## config.mk

```make
export PLATFORM = sky130hd
export DESIGN_NAME = mc_ctrl
export DESIGN_NICKNAME = d
export VERILOG_FILES = /design/src/rtl/mc_ctrl.sv
export SDC_FILE = /design/constraint.sdc
export NUM_CORES = 1
export LEC_CHECK = 0
export ABC_AREA = 0
export CELL_PAD_IN_SITES_DETAIL_PLACEMENT = 1
export CELL_PAD_IN_SITES_GLOBAL_PLACEMENT = 1
export CORE_MARGIN = 2
export CORE_UTILIZATION = 35
export CTS_CLUSTER_SIZE = 8
export DETAILED_ROUTE_END_ITERATION = 16
export PLACE_DENSITY_LB_ADDON = 0.1
export SYNTH_ARGS = -nofsm -noshare
export SYNTH_HDL_FRONTEND = slang
export SYNTH_SLANG_ARGS = --single-unit
```

## constraint.sdc

```tcl
create_clock -name clk -period 2.34 [get_ports clk]
set_input_delay 0.702 -clock clk [delete_from_list [all_inputs] [get_ports clk]]
set_output_delay 0.702 -clock clk [all_outputs]
set_load 0.1 [all_outputs]
```

## src/rtl/mc_ctrl.sv

```systemverilog
// mc_ctrl: Moore multi-cycle control FSM for the MIPS-subset CPU, with
// memory ready handshakes and a wait-timeout watchdog.
module mc_ctrl #(
  parameter int unsigned WAIT_LIMIT = 255
) (
  input  logic       clk,
  input  logic       reset,
  input  logic [5:0] opcode,
  input  logic [5:0] funct,
  input  logic       imem_ready,
  input  logic       dmem_ready,
  output logic       imem_req,
  output logic       ir_we,
  output logic       pc_we,
  output logic       is_beq,
  output logic       is_jal,
  output logic       is_jr,
  output logic [1:0] alu_op,
  output logic       alu_src_imm,
  output logic [1:0] ext_sel,
  output logic       reg_we,
  output logic [1:0] reg_dst,
  output logic [1:0] wd_sel,
  output logic       dmem_req,
  output logic       dmem_we,
  output logic       retired,
  output logic       illegal,
  output logic       bus_err
);
  typedef enum logic [3:0] {
    FETCH, DECODE, EXEC_R, WB_R, EXEC_I, WB_I, MEM_ADDR, MEM_RD,
    WB_MEM, MEM_WR, BRANCH, JAL, JR, NOP, HALT
  } state_t;
  state_t      state_q, state_d;
  logic        var_q, var_d;
  logic [15:0] cnt_q, cnt_d;
  logic        illegal_q, illegal_d;
  logic        bus_err_q, bus_err_d;
  logic        waiting, ready, timeout;
  always_ff @(posedge clk or posedge reset) begin
    if (reset) begin
      state_q   <= FETCH;
      var_q     <= 1'b0;
      cnt_q     <= '0;
      illegal_q <= 1'b0;
      bus_err_q <= 1'b0;
    end else begin
      state_q   <= state_d;
      var_q     <= var_d;
      cnt_q     <= cnt_d;
      illegal_q <= illegal_d;
      bus_err_q <= bus_err_d;
    end
  end
  assign waiting = state_q inside {FETCH, MEM_RD, MEM_WR};
  assign ready   = (state_q == FETCH) ? imem_ready : dmem_ready;
  assign timeout = waiting && !ready && cnt_q == 16'(WAIT_LIMIT - 1);
  assign cnt_d   = (waiting && !ready && !timeout) ? cnt_q + 16'd1 : '0;
  // var_q remembers the variant decoded in DECODE: subu, lui or sw
  always_comb begin
    state_d   = state_q;
    var_d     = var_q;
    illegal_d = illegal_q;
    bus_err_d = bus_err_q;
    case (state_q)
      FETCH:    state_d = imem_ready ? DECODE : FETCH;
      DECODE: begin
        case (opcode)
          6'b000000: begin
            case (funct)
              6'b100001: begin state_d = EXEC_R; var_d = 1'b0; end
              6'b100011: begin state_d = EXEC_R; var_d = 1'b1; end
              6'b001000: state_d = JR;
              6'b000000: state_d = NOP;
              default:   begin state_d = HALT; illegal_d = 1'b1; end
            endcase
          end
          6'b001101: begin state_d = EXEC_I;   var_d = 1'b0; end
          6'b001111: begin state_d = EXEC_I;   var_d = 1'b1; end
          6'b100011: begin state_d = MEM_ADDR; var_d = 1'b0; end
          6'b101011: begin state_d = MEM_ADDR; var_d = 1'b1; end
          6'b000100: state_d = BRANCH;
          6'b000011: state_d = JAL;
          default:   begin state_d = HALT; illegal_d = 1'b1; end
        endcase
      end
      EXEC_R:   state_d = WB_R;
      EXEC_I:   state_d = WB_I;
      MEM_ADDR: state_d = var_q ? MEM_WR : MEM_RD;
      MEM_RD:   state_d = dmem_ready ? WB_MEM : MEM_RD;
      MEM_WR:   state_d = dmem_ready ? FETCH : MEM_WR;
      WB_R, WB_I, WB_MEM, BRANCH, JAL, JR, NOP: state_d = FETCH;
      default:  ;
    endcase
    if (timeout) begin
      state_d   = HALT;
      bus_err_d = 1'b1;
    end
  end
  always_comb begin
    imem_req    = 1'b0;
    ir_we       = 1'b0;
    pc_we       = 1'b0;
    is_beq      = 1'b0;
    is_jal      = 1'b0;
    is_jr       = 1'b0;
    alu_op      = 2'b00;
    alu_src_imm = 1'b0;
    ext_sel     = 2'b00;
    reg_we      = 1'b0;
    reg_dst     = 2'b00;
    wd_sel      = 2'b00;
    dmem_req    = 1'b0;
    dmem_we     = 1'b0;
    case (state_q)
      FETCH: begin
        imem_req = 1'b1;
        ir_we    = imem_ready && !reset;
      end
      EXEC_R:  alu_op = var_q ? 2'b01 : 2'b00;
      WB_R: begin
        alu_op  = var_q ? 2'b01 : 2'b00;
        reg_we  = 1'b1;
        reg_dst = 2'b01;
        pc_we   = 1'b1;
      end
      EXEC_I: begin
        alu_op      = var_q ? 2'b00 : 2'b10;
        ext_sel     = var_q ? 2'b10 : 2'b00;
        alu_src_imm = 1'b1;
      end
      WB_I: begin
        alu_op      = var_q ? 2'b00 : 2'b10;
        ext_sel     = var_q ? 2'b10 : 2'b00;
        alu_src_imm = 1'b1;
        reg_we      = 1'b1;
        pc_we       = 1'b1;
      end
      MEM_ADDR, MEM_RD, MEM_WR: begin
        alu_src_imm = 1'b1;
        ext_sel     = 2'b01;
        dmem_req    = state_q != MEM_ADDR;
        dmem_we     = state_q == MEM_WR;
        pc_we       = state_q == MEM_WR && dmem_ready;
      end
      WB_MEM: begin
        reg_we = 1'b1;
        wd_sel = 2'b01;
        pc_we  = 1'b1;
      end
      BRANCH: begin
        alu_op = 2'b01;
        is_beq = 1'b1;
        pc_we  = 1'b1;
      end
      JAL: begin
        is_jal  = 1'b1;
        reg_we  = 1'b1;
        reg_dst = 2'b10;
        wd_sel  = 2'b10;
        pc_we   = 1'b1;
      end
      JR: begin
        is_jr = 1'b1;
        pc_we = 1'b1;
      end
      NOP:     pc_we = 1'b1;
      default: ;
    endcase
    retired = pc_we;
  end
  assign illegal = illegal_q;
  assign bus_err = bus_err_q;
endmodule

```

==> impl_metrics.ini <==
[route]
vias = 1555
drc = 0
vias_per_cell = 5.22
wl_per_cell_um = 15.6
dr.pass1.iters = 4
drt_wl_total_um = 4640
drtAntennaViolNets = 0
drt-initial-drc-count = 55

[synthesis]
async_reset_ff_share_pct = 100
synth_cell_type_count = 44
syn-instance-count = 184
yosys_warnings = 0
yosys_register_bits = 23
synthesis.area_mm2 = 0.00154
syn-num-nets = 202
synthFlopType = dfrtp_1
synth.avg_cell_area_um2 = 8.36
ys_seq_area_share_pct = 37.4
synth_edf_count = 0

[final_layout]
fin_nets = 265
fill_cells = 494
layout-drive-gt1-share_pct = 36.2
final_core_util_pct = 58.9
antenna_cells = 0
final_common_cell = buf_4
final_cell_mix = buf_4 (33), nor2_1 (30), buf_12 (20)
fin_area_mm2 = 0.00253
areaGrowthSynthToFinish_pct = 64.6

[worst_setup_path]
cp_max_fo = 14
crit_end = reg_we
reg2reg_to = state_q[0]
crit_type = reg -> out
start_kind = flip-flop
timing.rr.start = cnt_q[0]
reg2reg_depth = 7
crit_slowest_cell = dfrtp_2
crit_chain = nand2_1 -> nor2_1 -> a21oi_1 -> o22ai_4 -> buf_12
cp.required_ns = 1.64
ff2ff_setup_slack_ns = 0.31
critical_path.startpoint = state_q[3]
slowest_delay_ns = 0.53
crit_arrival_ns = 1.60
crit_path_end_kind = primary output

[clock_network]
clk_pin_slew_ns = 0.08
cts_root_buf = clkbuf_8
cts_sinks = 23
clock_latency_ns = 0.26
h-tree-depth = 1
cts_buffers = 3
cts_tree = built
clock_path_buffers = 2

[global_route]
antenna_found_initial = 0
grt_max_degree = 24
grt_pass1_vias = 1662
grt-ovfl-total = 0
grt_pass1_wl_um = 7690
grt_usage_pct = 18.8

[sta]
finalCritPeriodShare_pct = 98.3
fin_setup_tns_ns = 0
rsz0062_at_grt = yes
hold_ws_ns = 0.487
maxSlewHeadroom_pct = 76.6
finalMaxSlewViolations = 0
fmaxAchievable_ghz = 0.435
fin_crit_ns = 2.30
tightest_slew_ns = 0.351
finClkSkew_ns = 0.00289
hold_viol_final = 0
setup_viol_count_final = 0

[die]
core-area_mm2 = 0.00429
die_y_um = 70.3
io_pins = 37
rows = 24
die_area_mm2 = 0.00494
start_util_pct = 35.8
die_w_um = 70.3

[pwr]
powerDensity_mw_per_mm2 = 287
power_leakage_nw = 0.986
peakVddDrop_v = 0.000424
p_total_mw = 0.727

[placement]
gp_congestion = 0.809
io_buffer_count = 36
dpl.hpwl_um = 3480
place_area_mm2 = 0.00240

[worst_hold_path]
hp-class = reg -> reg
worstHoldStart = bus_err

[flow_run]
drv_cap = 0

[outcome]
status = finished, final reports clean
final cells by class:
class / instances / area (µm²) / share of cell area, %
multi-input combinational: 144 / 1020 / 40.2
sequential: 23 / 581 / 22.9
clock buffer: 3 / 41.3 / 1.63
inverter: 7 / 26.3 / 1.04
timing repair buffer: 68 / 793 / 31.3
tap: 52 / 65.1 / 2.57
clock inverter: 1 / 7.51 / 0.297
sequential cells by signal, summed over array words and instances (netlist names):
register  flops
bus_err       1
var_q         1
state_q       4
cnt_q        16
illegal       1
per-stage QoR:
step / setup WS, ns / cells
after floorplan: -0.610 / 184
after global placement: -0.295 / 286
after detailed placement: -0.346 / 286
after CTS: 0.0126 / 293
after global routing: -0.0153 / 298
final: 0.0387 / 298
how the worst min path moves through the flow:
stage / endpoint / slack [ns] / depth (start not counted)
floorplan: cnt_q[0] / 0.48 / 1
global placement: bus_err / 0.46 / 1
detailed placement: bus_err / 0.47 / 1
CTS: bus_err / 0.50 / 1
global route: bus_err / 0.52 / 1
finish: bus_err / 0.49 / 1
logic make-up (layout without fill, tap and decap cells):
| group | Yosys count | in the layout | share of synthesized area [%] |
|---|---|---|---|
| and+or+nand+nor | 96 | 96 | 32.5 |
| AOI/OAI and AO/OA | 30 | 30 | 13.1 |
| DFF | 23 | 23 | 37.4 |
| buffers and inverters | 17 | 79 | 6.18 |
| xor gates and xnor gates | 15 | 15 | 8.54 |
| adders and majority gates | 2 | 2 | 1.63 |
| muxes | 1 | 1 | 0.651 |
critical path: cells and delay by family (launching register included):
family | cells | cell delay (ns)
buf+inv | 1 | 0.18
simple gates | 2 | 0.22
compound gates | 2 | 0.40
flops | 1 | 0.53
where the power goes:
| part | total (mW) | leakage, nW | switching [mW] | internal, mW |
|---|---|---|---|---|
| Clock | 0.248 | 0.0217 | 0.127 | 0.120 |
| Sequential | 0.400 | 0.295 | 0.00152 | 0.398 |
| Combinational | 0.0791 | 0.669 | 0.0375 | 0.0417 |
routing by layer:
metal | wire, µm | GRT usage [%] | vias to the layer above | part of all wire, %
met3 | 113 | 1.30 | 2 | 2.4
met5 | 0 | 0 | - | 0
met4 | 21 | 3.85 | 0 | 0.45
li1 | - | - | 768 | -
met2 | 2590 | 36.6 | 31 | 56
met1 | 1920 | 22.2 | 754 | 41
repair_timing:
| item | in CTS | in global routing |
|---|---|---|
| buffers inserted | 3 | 5 |
| endpoints found under the setup margin | 7 | 9 |
| pin swaps | 3 | 1 |
| hold buffers | 0 | 0 |
| gates resized for setup | 10 | 4 |
synth_stat cells (all sizes together), types with 2 or more instances:
| cell type | n | share of area, % |
|---|---|---|
| buf | 6 | 2.8 |
| o22ai | 4 | 1.6 |
| xnor2 | 2 | 1.1 |
| xor2 | 13 | 7.4 |
| o21ai | 4 | 1.5 |
| dfrtp | 23 | 37 |
| nand4 | 4 | 1.6 |
| o22a | 3 | 1.7 |
| ha | 2 | 1.6 |
| nor2 | 35 | 8.5 |
| nor3 | 5 | 1.6 |
| inv | 7 | 1.7 |
| a21oi | 9 | 2.9 |
| a211oi | 2 | 0.98 |
| clkbuf | 4 | 1.6 |
| and4 | 3 | 1.8 |
| and3 | 3 | 1.2 |
| nand2b | 5 | 2.0 |
| o21a | 3 | 1.5 |
| or3 | 2 | 0.90 |
| nand3b | 4 | 2.0 |
| or4 | 2 | 0.98 |
| nand2 | 14 | 3.4 |
| nand3 | 11 | 3.6 |
No activity file was read; power rests on OpenSTA's default activity.
